<file path="src/rtl/mul23_recombine.sv">
// mul23_recombine: rebuilds the dividend x = 23*q + r from the quotient and
// remainder of a divide-by-23 datapath. The work is done one byte per cycle,
// with a small carry chain running through the bytes.
//   IDLE -> accept an operand pair (in_ready = 1)
//   CALC -> eight byte cycles (i = 0..7), then one cycle that records ovf
//   DONE -> hold the result until out_ready (out_valid = 1)
// Latency from the accepting edge to out_valid is always 9 cycles.
// Optional feature macro: MUL23_REM_CHECK_EN. When it is defined, rem_err
// flags results whose r was 23 or more. When it is undefined, rem_err is
// tied to 0.
module mul23_recombine (
  input  logic        clk,
  input  logic        rst,
  input  logic        in_valid,
  output logic        in_ready,
  input  logic [63:0] q,
  input  logic [4:0]  r,
  output logic        out_valid,
  input  logic        out_ready,
  output logic [63:0] x,
  output logic        ovf,
  output logic        rem_err
);

  typedef enum logic [1:0] {IDLE, CALC, DONE} state_t;

  state_t      state;
  state_t      state_next;
  logic [63:0] q_hold;
  logic [4:0]  carry;
  logic [3:0]  idx;      // 0..7 are byte cycles; 8 is the closing cycle that records ovf
  logic [7:0]  q_byte;
  logic [12:0] s;
  logic        take;

  assign take      = in_valid && (state == IDLE);
  assign in_ready  = (state == IDLE);
  assign out_valid = (state == DONE);

  // One byte-slice multiply-accumulate. 23*255 + 31 = 5896 fits in 13 bits.
  always_comb begin
    q_byte = q_hold[{idx[2:0], 3'b000} +: 8];
    s      = 13'(q_byte) * 13'd23 + 13'(carry);
  end

  // State register
  always_ff @(posedge clk or posedge rst) begin
    if (rst) state <= IDLE;
    else     state <= state_next;
  end

  // Next-state logic
  always_comb begin
    state_next = state;
    case (state)
      IDLE:    if (in_valid)  state_next = CALC;
      CALC:    if (idx[3])    state_next = DONE;
      DONE:    if (out_ready) state_next = IDLE;
      default:                state_next = IDLE;
    endcase
  end

  // Datapath: capture the operands on a transfer, then walk the bytes
  always_ff @(posedge clk or posedge rst) begin
    if (rst) begin
      q_hold <= '0;
      carry  <= '0;
      idx    <= '0;
      x      <= '0;
      ovf    <= 1'b0;
    end else if (take) begin
      q_hold <= q;
      carry  <= r;
      idx    <= '0;
    end else if (state == CALC) begin
      if (idx[3]) begin
        ovf <= (carry != 5'd0);
      end else begin
        x[{idx[2:0], 3'b000} +: 8] <= s[7:0];
        carry <= s[12:8];
        idx   <= idx + 4'd1;
      end
    end
  end

`ifdef MUL23_REM_CHECK_EN
  // Remainder range flag, sampled with the operands and held with the result
  always_ff @(posedge clk or posedge rst) begin
    if (rst)       rem_err <= 1'b0;
    else if (take) rem_err <= (r >= 5'd23);
  end
`else
  assign rem_err = 1'b0;
`endif

endmodule

</file>
<file path="config.mk">
export PLATFORM = sky130hd
export DESIGN_NAME = mul23_recombine
export DESIGN_NICKNAME = d
export VERILOG_FILES = /design/src/rtl/mul23_recombine.sv
export SDC_FILE = /design/constraint.sdc
export NUM_CORES = 1
export LEC_CHECK = 0
export BUFFER_PORTS_ARGS = -buffer_cell sky130_fd_sc_hd__buf_2
export CAP_MARGIN = 10
export CORE_UTILIZATION = 60
export CTS_BUF_LIST = sky130_fd_sc_hd__clkbuf_4
export CTS_CLUSTER_DIAMETER = 100
export CTS_CLUSTER_SIZE = 30
export DETAILED_ROUTE_END_ITERATION = 8
export HOLD_SLACK_MARGIN = 0.08
export PLACE_DENSITY_LB_ADDON = 0.3
export SKIP_LAST_GASP = 1
export SYNTH_ARGS = -nofsm -noshare
export SYNTH_HDL_FRONTEND = slang
export SYNTH_SLANG_ARGS = --single-unit
</file>
<file path="constraint.sdc">
create_clock -name clk -period 7.7 [get_ports clk]
set_input_delay 0.77 -clock clk [delete_from_list [all_inputs] [get_ports clk]]
set_output_delay 0.77 -clock clk [all_outputs]
set_load 0.005 [all_outputs]
</file>
======== Word-level counts from Yosys, hierarchy flattened ========
Index checks and enable logic that the tools add are counted.
word-level totals
  output and inout port bits .............. 68
  bits of input ports ..................... 73
  register bits ........................... 140
operators by class
  bitwise operators ....................... 2
  equal/unequal tests ..................... 6
  muxes and demuxes ....................... 11
  multiply operators ...................... 1
  reduce and logical (&&, ||, !) cells .... 8
  shift-type cells ........................ 3
  $add $sub $neg .......................... 3
operator list
  kind                      number
  $bwmux W64                1
  $shift A8 B8 Y64 const A  1
  $shiftx A64 B7 Y8         1
  $shiftx A8 B8 Y64         1
  $mux W5                   3
  $add A13 B5 Y13           1
  $mul A8 B5 Y13 const B    1
  $mux W4                   3
  $reduce_and A3 Y1         3
  $neg A6 Y8                1
  $mux W2                   3
  $pmux W2 S3               1
  $reduce_bool A5 Y1        1
  $add A4 B1 Y4 const B     1
  $ne A2 B1 Y1 const B      2
  $ne A2 B2 Y1 const B      2
  $eq A2 B1 Y1 const B      1
  $eq A2 B2 Y1 const B      1
  $logic_not A2 Y1          1
  $not A1 Y1                2
  $reduce_and A2 Y1         1
  $reduce_bool A2 Y1        1
  $logic_and A1 B1 Y1       1

======== Logic depth before layout (Yosys ltp) ========
  depth after elaboration ................. 6
  mapped depth ............................ 19
  gate-level depth less buffers ........... 16

======== Worst setup path before layout ========
Ideal clock, no wire load.
  path type ............................... reg-to-reg
  start point ............................. reg idx[0]
  end point ............................... reg x[31]
  cell stages (with the launch flop) ...... 17
  data arrival time ....................... 4.071 ns
  library setup time ...................... 0.083 ns
  data required time ...................... 7.617 ns
  path slack .............................. 3.547 ns
  path buffers ............................ 2
  period minus slack after synthesis ...... 4.153 ns
  cells stage by stage .................... dfrtp_1 > buf_6 > buf_4 > mux4_2 > nand2_1 > nand2_1 > ha_1 > inv_1 > fa_1 > inv_1 > fa_1 > ha_1 > a21oi_1 > nand3_1 > xor2_1 > nand2_1 > o21ai_0
between the ends
  cells in the longest elaborated chain, start to end .. 5
ends and longest elaborated chain
  item                           line  text
  start, declared                31    logic [3:0] idx;
  start signal, assigned         81    idx <= idx + 4'd1;
  $shiftx A64 B7 Y8              42    q_byte = q_hold[{idx[2:0], 3'b000} +: 8];
  $mul A8 B5 Y13                 43    s = 13'(q_byte) * 13'd23 + 13'(carry);
  $add A13 B5 Y13                43
  $shiftx A8 B8 Y64              79    x[{idx[2:0], 3'b000} +: 8] <= s[7:0];
  $bwmux W64 (*)                 79
  end signal, assigned by index  79
  end, declared                  20    output logic [63:0] x,
Mark *: on every way between the ends. The rest lies on a longest branch, timed or not.
A chain may end at the register's enable or synchronous reset.

======== Final worst setup path ========
  start point ............................. reg idx[1]
  end point ............................... reg x[31]
The elaborated chain is that of the path after synthesis.

==> results.toml <==
[status]
status = "finished clean"

[sta]
period_share = 0.681
worstMarginPinSlew_ps = 1060
fin_skew_ps = 18.5
fmax_mhz = 191
tns_ps = 0
slew_viol_final = 0
post-route-min-period_ps = 5250
final-hold-violation-count = 0
timing.hold.ws_ps = 235
rsz0062_at_grt = "false"
setup_viol = 0
slew_headroom = 0.290

[floorplan]
rows = 39
die_w_um = 111
initial_core_util = 0.619
core_area_um2 = 11500
dieArea_um2 = 12300
die_h_um = 111
pin_count = 141

[global_route]
antenna_found_initial = 2
grt_pass1_wl_um = 24800
grt_max_degree = 77
gr-total-overflow = 0
grt_pass1_vias = 4952
grt_usage = 0.265

[clock_tree]
ctsResizeCount = 0
clkLatencyLatePin_ps = 580
cts_hold_buf = 0
cts-root-buf = "clkbuf_4"
cts_htree_levels = 4
numCtsBuffers = 17
clk_pin_slew_worst_paths_ps = 130
postCtsSetupBuffers = 0
tritoncts = "done"
cts_num_sinks = 140
cts_buffer_depth = 2

[logic_synthesis]
ys_async_sr_fraction = 1.00
ys_seq_area_frac = 0.494
synthTopCellsByCount = "dfrtp_1 (140), nand2_1 (83), mux2_2 (74)"
synth-main-ff-cell = "dfrtp_1"
netlist_area_um2 = 7100
synth_compound_area_frac = 0.0793
syn_area_per_cell_um2 = 12.1
yosys.area.top_type = "dfrtp_1"
yosys_warnings = 0
yosysTopAreaCellShare = 0.494
synthCells = 585
yosys-top-cells-area = "dfrtp_1 (49%), mux2_2 (12%), ha_1 (6.3%)"
synthAdderAreaFrac = 0.106
yosys.cell_types.count = 50
synth_top_family_by_area = "multiplexers"
synth-seq-cells = 140
synth.most_common_cell = "dfrtp_1"
synth-edff-count = 0
synth_mux_area_frac = 0.168
syn-num-nets = 709
yosys.area_share.simple = 0.0924
yosys.area_share.xor_xnor = 0.0111

[routing]
highest_layer = "met4"
drt_first_pass_iters = 4
routed_wl_um = 15200
met1_length_um = 6400
viasPerCell = 5.58
dr_wl_met2_um = 7340
antenna_left = 0
wl_met3_um = 982
wire_per_inst_um = 17.2
vias = 4904
drtIter0Drc = 334
drcViolationCount = 0

[worst_setup_path]
crit_fanout = 22
path_class = "flop to flop"
slowest_delay_ps = 1070
worstPathRequired_ps = 8190
end_kind = "flop"
crit_top_cell = "inv_1"
worstPathCellList = "mux4_2 -> nand2_1 -> and2_1 -> inv_1 -> ha_1 -> inv_1 -> fa_1 -> inv_1 -> fa_1 -> ha_1 -> a21oi_1 -> nand3_1 -> xor2_1 -> nand2_1 -> o21ai_0"
start_kind = "flop"
arrival_ps = 5740
cp_slowest_cell = "dfrtp_1"

[cells_and_area]
drive_gt1_frac = 0.379
post-route-util = 0.712
final_nets = 845
layoutNonFillerInstCount = 879
area_growth_pct = 15.0

[placement]
hpwl_um = 11200
placedCellCount = 845
place_congestion = 0.885
io_buffers = 139

[min_path]
hold_class = "primary input to asynchronous set/reset pin"

[flow_run]
maxCapViolCount = 0
[cells by family (layout without fill, tap and decap cells)]
group,after synthesis,in the layout
flops,140,140
simple gates,132,132
mux,90,90
compound gates,89,89
buf+inv,73,222
fa+ha+maj,51,51
xor+xnor,9,9
other cells,1,3
[path summary, 6_finish.rpt]
kind	startpoint	end	slack, ps	cells after the start
worst min-delay path	rst	x[57]$_DFFE_PP0P_	240	2
min in group clk	out_ready	state[1]$_DFFE_PP0P_	360	2
max in group asynchronous	rst	q_hold[20]$_DFFE_PP0P_	6130	3
worst max register to register	idx[1]$_DFFE_PP0P_	x[31]$_DFFE_PP0P_	2450	15
worst max-delay path	idx[1]$_DFFE_PP0P_	x[31]$_DFFE_PP0P_	2450	15
worst min register to register	x[51]$_DFFE_PP0P_	x[51]$_DFFE_PP0P_	480	2
[worst max-delay path: cells and delay by family, from the launching register on]
kind	cells	cell delay, ps
AO/OA/AOI/OAI	2	470
multiplexers	1	600
buffers and inverters	3	200
AND/OR/NAND/NOR	4	640
XOR/XNOR	1	510
flip-flops	1	1070
adder cells (fa/ha/maj)	4	1650
[cell type report]
| type | instances | area [um2] |
|---|---|---|
| clock buffers | 17 | 128 |
| flip-flops and latches | 140 | 3500 |
| inverters | 48 | 185 |
| clock inverters | 15 | 196 |
| fillers | 837 | 3300 |
| multi-input cells | 372 | 3250 |
| repair buffers | 142 | 718 |
| diodes | 2 | 5.00 |
| well taps | 143 | 179 |
[placed cells by master, fill, tap and decap left out, types with 15 or more instances in the layout]
master,n
buf_2,139
clkbuf_4,17
dfrtp_1,140
fa_1,15
ha_1,36
inv_1,45
mux2_2,74
mux4_2,16
nand2_1,83
o21ai_0,35
[per-stage QoR]
stage	worst slack (ps)	cell area, um2
after floorplan	3180	7100
after global placement	2730	7840
after detailed placement	2510	7840
after CTS	2450	8160
after global routing	2050	8160
final	2450	8170
[metal layers]
layer / up-vias / GRT usage
li1: 2312 / -
met1: 2371 / 0.331
met2: 189 / 0.437
met3: 32 / 0.0705
met4: 0 / 0.111
met5: - / 0
[flip-flops by register name, indices dropped and copies added (netlist names)]
register  cells
q_hold       64
x            64
carry         5
idx           4
state         2
ovf           1
Power is not shown: default switching activity piles up to over one toggle a cycle in this logic, so the estimate is an artifact.
